===== src/rtl/rr_lock_arbiter.sv =====
// Two-requester round-robin arbiter feeding one registered output slot.
// An accepted beat with its MSB set can lock the grant to its source for up to LOCK_MAX-1 follow-ups.
module rr_lock_arbiter #(
  parameter int DATA_W   = 32,
  parameter int CNT_W    = 8,
  parameter int LOCK_MAX = 4
) (
  input  logic              clk,
  input  logic              rst,
  input  logic              req0_valid,
  input  logic [DATA_W-1:0] req0_data,
  output logic              req0_ready,
  input  logic              req1_valid,
  input  logic [DATA_W-1:0] req1_data,
  output logic              req1_ready,
  output logic [DATA_W-1:0] out_data,
  output logic              out_valid,
  input  logic              out_ready,
  output logic              out_src,
  output logic              locked,
  output logic [CNT_W-1:0]  beat_count
);

  localparam int LCW = $clog2(LOCK_MAX + 1);

  typedef enum logic [1:0] {S_IDLE, S_LOCK0, S_LOCK1} state_t;

  state_t            r_state;
  logic [LCW-1:0]    r_lock_cnt;
  logic              r_last_grant;
  logic [DATA_W-1:0] r_out_data;
  logic              r_out_valid;
  logic              r_out_src;
  logic [CNT_W-1:0]  r_beat_count;

  logic              w_can_accept;
  logic              w_lock_hold;
  logic              w_gnt_vld;
  logic              w_gnt;
  logic              w_accept;
  logic [DATA_W-1:0] w_acc_data;
  logic              w_same_owner;
  logic [LCW-1:0]    w_next_lcnt;

  assign w_can_accept = !r_out_valid || out_ready;
  assign w_lock_hold  = (r_state == S_LOCK0 && req0_valid) ||
                        (r_state == S_LOCK1 && req1_valid);

  // A lock whose owner has nothing to send falls straight back to round-robin.
  always_comb begin
    w_gnt_vld = 1'b0;
    w_gnt     = 1'b0;
    if (w_lock_hold) begin
      w_gnt_vld = 1'b1;
      w_gnt     = (r_state == S_LOCK1);
    end else if (req0_valid && req1_valid) begin
      w_gnt_vld = 1'b1;
      w_gnt     = ~r_last_grant;
    end else if (req0_valid) begin
      w_gnt_vld = 1'b1;
      w_gnt     = 1'b0;
    end else if (req1_valid) begin
      w_gnt_vld = 1'b1;
      w_gnt     = 1'b1;
    end
  end

  assign w_accept     = rst && w_can_accept && w_gnt_vld;
  assign req0_ready   = w_accept && !w_gnt;
  assign req1_ready   = w_accept && w_gnt;
  assign w_acc_data   = w_gnt ? req1_data : req0_data;
  assign w_same_owner = w_gnt ? (r_state == S_LOCK1) : (r_state == S_LOCK0);
  assign w_next_lcnt  = w_same_owner ? r_lock_cnt + 1'b1 : LCW'(1);

  always_ff @(posedge clk or negedge rst) begin
    if (!rst) begin
      r_state      <= S_IDLE;
      r_lock_cnt   <= '0;
      r_last_grant <= 1'b1;
      r_out_data   <= '0;
      r_out_valid  <= 1'b0;
      r_out_src    <= 1'b0;
      r_beat_count <= '0;
    end else begin
      if (w_accept) begin
        r_out_data   <= w_acc_data;
        r_out_src    <= w_gnt;
        r_out_valid  <= 1'b1;
        r_last_grant <= w_gnt;
        if (r_beat_count != {CNT_W{1'b1}})
          r_beat_count <= r_beat_count + 1'b1;
        // Reaching LOCK_MAX is a forced release; last_grant then hands the next tie away.
        if (w_acc_data[DATA_W-1] && (w_next_lcnt < LCW'(LOCK_MAX))) begin
          r_state    <= w_gnt ? S_LOCK1 : S_LOCK0;
          r_lock_cnt <= w_next_lcnt;
        end else begin
          r_state    <= S_IDLE;
          r_lock_cnt <= '0;
        end
      end else begin
        if (r_out_valid && out_ready)
          r_out_valid <= 1'b0;
        if (w_can_accept && r_state != S_IDLE) begin
          r_state    <= S_IDLE;
          r_lock_cnt <= '0;
        end
      end
    end
  end

  assign out_data   = r_out_data;
  assign out_valid  = r_out_valid;
  assign out_src    = r_out_src;
  assign locked     = (r_state != S_IDLE);
  assign beat_count = r_beat_count;

endmodule


===== config.mk =====
export PLATFORM = sky130hd
export DESIGN_NAME = rr_lock_arbiter
export DESIGN_NICKNAME = d
export VERILOG_FILES = /design/src/rtl/rr_lock_arbiter.sv
export SDC_FILE = /design/constraint.sdc
export NUM_CORES = 1
export LEC_CHECK = 0
export ABC_AREA = 1
export BUFFER_PORTS_ARGS = -buffer_cell sky130_fd_sc_hd__buf_2
export CAP_MARGIN = 20
export CORE_MARGIN = 3
export CORE_UTILIZATION = 51
export CTS_BUF_LIST = sky130_fd_sc_hd__clkbuf_4 sky130_fd_sc_hd__clkbuf_8
export CTS_CLUSTER_DIAMETER = 50
export DETAILED_ROUTE_END_ITERATION = 10
export PLACE_DENSITY = 0.95
export SYNTH_ARGS = -nofsm -noshare
export SYNTH_HDL_FRONTEND = slang
export SYNTH_SLANG_ARGS = --single-unit
export TNS_END_PERCENT = 100

===== constraint.sdc =====
create_clock -name clk -period 3.3 [get_ports clk]
set_input_delay 0.165 -clock clk [delete_from_list [all_inputs] [get_ports clk]]
set_output_delay 0.165 -clock clk [all_outputs]
set_load 0.005 [all_outputs]

==> flow_summary_export.csv <==
group,metric,value,unit
status,status,"finished, violations left",
status,failed_checks,"hold timing",
sta,fin_crit_sh,67.4,%
job,maxCapViolations,0,
logic_synthesis,syn_nets,351,
clock_tree,cts.repair.resized,0,
logic_synthesis,ys_dominant_reg_cell,"dfrtp_1",
placement,dp_hpwl,4450,um
cells_and_area,drive_gt1_share,33.4,%
worst_setup_path,crit_fanout,33,
cells_and_area,final_util,70.8,%
logic_synthesis,synthDistinctLibCells,25,
logic_synthesis,yosys-top-cells-count,"137 x nand2_1, 47 x dfrtp_1, 41 x nand3_1, 12 x inv_1, 5 x nor2_1",
worst_setup_path,r2r_start,"out_valid$_DFFE_PN0P_",
grt,grt_pass1_wl,9630,um
worst_setup_path,crit_path_start_kind,"flip-flop",
placement,place_ws,1260,ps
clock_tree,postCtsSetupRepairBufs,0,
sta,maxSlewViolCount,0,
logic_synthesis,syn_area,2250,um2
drt,first_pass_iters,6,
cells_and_area,antenna_cells,0,
pwr,p_per_area,538,nW/um2
drt,drc,0,
logic_synthesis,ys_ff_latch,48,
placement,gp_congestion,0.909,
worst_setup_path,crit_path_end_kind,"output pin",
cells_and_area,area_growth_syn_to_layout,29.4,%
sta,finClkSkew,1.30,ps
logic_synthesis,ys_seq_area_share,53.4,%
cells_and_area,multi_input_area,928,um2
pwr,leakage,1.68,nW
hold_path,hold_path_class,"in2async",
placement,portBuffers,113,
logic_synthesis,synth.most_common_cell,"nand2_1",
sta,worstMarginPinSlew,719,ps
clock_tree,cts-root-buf,"clkbuf_8",
sta,timing.hold.ws,-6.59,ps
pwr,power,1.57,mW
drt,ant_nets,0,
worst_setup_path,reg2reg_slack,1250,ps
cells_and_area,fill_cells,327,
logic_synthesis,synth.top_cell.area_share,52.2,%
worst_setup_path,cp.arrival,2060,ps
floorplanning,die_h,72.5,um
cells_and_area,regArea,1200,um2
clock_tree,holdBufCountCts,0,
clock_tree,htree_levels,2,
worst_setup_path,cp_common_cell,"inv_1",
floorplanning,num_rows,23,
drt,initialDrtViolationCount,129,
logic_synthesis,synth_edf_count,0,
logic_synthesis,synthArstFlopShare,100,%
worst_setup_path,cpPeakStageDelay,440,ps
clock_tree,cts_buffers,5,
worst_setup_path,required,3130,ps
worst_setup_path,path_depth,7,
drt,vias,2209,
floorplanning,top_level_ports,114,
placement,place_area,2830,um2
sta,rsz0062_at_grt,"no",
worst_setup_path,crit_type,"reg2out",
sta,setup_tns,0,ps
cells_and_area,fin_nets,463,
clock_tree,cts_tree,"yes",
floorplanning,initial_utilization,54.7,%
worst_setup_path,path_cells,"inv_1 -> nor2_1 -> inv_1 -> nand2_1 -> nor2_2 -> buf_4 -> buf_2",
grt,track_usage,23.2,%
grt,gr-total-overflow,0,
floorplanning,fp.coreArea,4120,um2
clock_tree,cts_sinks,48,
sta,setup_viol,0,
drt,drt-total-wl,5830,um
pwr,ir_worst_vdd,310,uV
logic_synthesis,yosys_warnings,0,
clock_tree,clock_path_buffers,2,
worst_setup_path,crit_buf_inv,4,
logic_synthesis,synth_area_leaders,"dfrtp_1 52%, nand2_1 23%, nand3_1 9.1%",
sta,slew_headroom,51.9,%
floorplanning,die_w,72.5,um
worst_setup_path,r2r-end,"beat_count[4]$_DFFE_PN0P_",
drt,vias_per_cell,5.00,
clock_tree,path_clk_slew,80,ps
worst_setup_path,crit_family,"simple AND/OR/NAND/NOR gates",
logic_synthesis,yosysTopAreaCell,"dfrtp_1",
floorplanning,die_area,5250,um2
logic_synthesis,syn_avg_cell_area,8.04,um2
drt,wl_per_cell,13.2,um
sta,setup_ws,1080,ps
grt,grt_max_degree,49,
worst_setup_path,cpMaxStageDelayCell,"nand2_1",
clock_tree,clkLatencyLatePin,280,ps
cells_and_area,fin_area,2920,um2
sta,finalHoldViolations,7,
sta,fmax,450,MHz
worst_setup_path,ff2ff_path_depth,8,
grt,antenna_found_initial,0,
grt,grt_pass1_vias,2113,
sta,period_minus_slack,2220,ps
logic_synthesis,syn_inst,280,
-- per-stage QoR --
stage,instances,hold WS [ps]
floorplan,280,-131
global placement,435,327
detailed placement,435,340
CTS,442,25.2
global route,442,45.0
finish,442,-6.59
-- layout make-up --
cell class | count | share of cell area, %
multi-input cells | 207 | 31.8
well taps | 50 | 2.15
inverters | 14 | 1.80
repair buffers | 116 | 20.2
clock buffers | 6 | 2.62
clock inverters | 1 | 0.172
flip-flops and latches | 48 | 41.2
-- worst max path at each step --
stage	start	to	slack (ps)
5_1_grt	out_valid$_DFFE_PN0P_	req0_ready	840
3_3_place_gp	out_valid$_DFFE_PN0P_	beat_count[4]$_DFFE_PN0P_	1390
6_report	out_valid$_DFFE_PN0P_	req0_ready	1080
3_5_place_dp	out_valid$_DFFE_PN0P_	beat_count[4]$_DFFE_PN0P_	1260
4_1_cts	out_valid$_DFFE_PN0P_	req1_ready	1070
2_1_floorplan	r_last_grant$_DFFE_PN1P_	out_data[10]$_DFFE_PN0P_	1930
-- logic make-up (layout without fill, tap and decap cells) --
logic type                 after synthesis  count (layout)  synth area share [%]
AOI/OAI and AO/OA                        7               7                  1.67
xor gates and xnor gates                 7               7                  2.72
adders and majority gates                2               2                  1.11
buffers and inverters                   25             137                  5.39
DFF                                     48              48                  53.4
and+or+nand+nor                        191             191                  35.7
-- layer usage --
| layer | routed length (um) | track usage, % |
|---|---|---|
| met1 | 2350 | 29.9 |
| met2 | 3000 | 39.5 |
| met3 | 438 | 5.12 |
| met4 | 43 | 6.15 |
| met5 | 0 | 0 |
-- registers in the layout, summed over array words and instances, names as in the netlist --
name	cells
out_src	1
beat_count	8
out_valid	1
r_state	2
r_last_grant	1
r_lock_cnt	3
out_data	32
-- cells in the final DEF, fill, tap and decap left out, types with 2 or more instances in the layout --
master,count
nand2_1,137
buf_2,113
dfrtp_1,47
nand3_1,41
inv_1,12
nor2_1,5
clkbuf_8,5
xnor2_1,4
o21ai_1,3
xor2_1,3
buf_4,3
nor2_2,2
inv_2,2
o21ai_0,2
ha_1,2
-- power by group --
part | total [mW] | internal (mW) | switching [mW] | leakage [nW]
Sequential | 0.810 | 0.713 | 0.0966 | 0.604
Clock | 0.330 | 0.153 | 0.178 | 0.0445
Combinational | 0.429 | 0.206 | 0.223 | 1.03
-- worst reg2reg max path: cells and delay by family (launching register included) --
family	cells	cell delay [ps]
AND/OR/NAND/NOR	3	1020
buffers and inverters	4	400
flip-flops	1	350
AO/OA/AOI/OAI	1	210
Power figures use the tool's default switching activity.
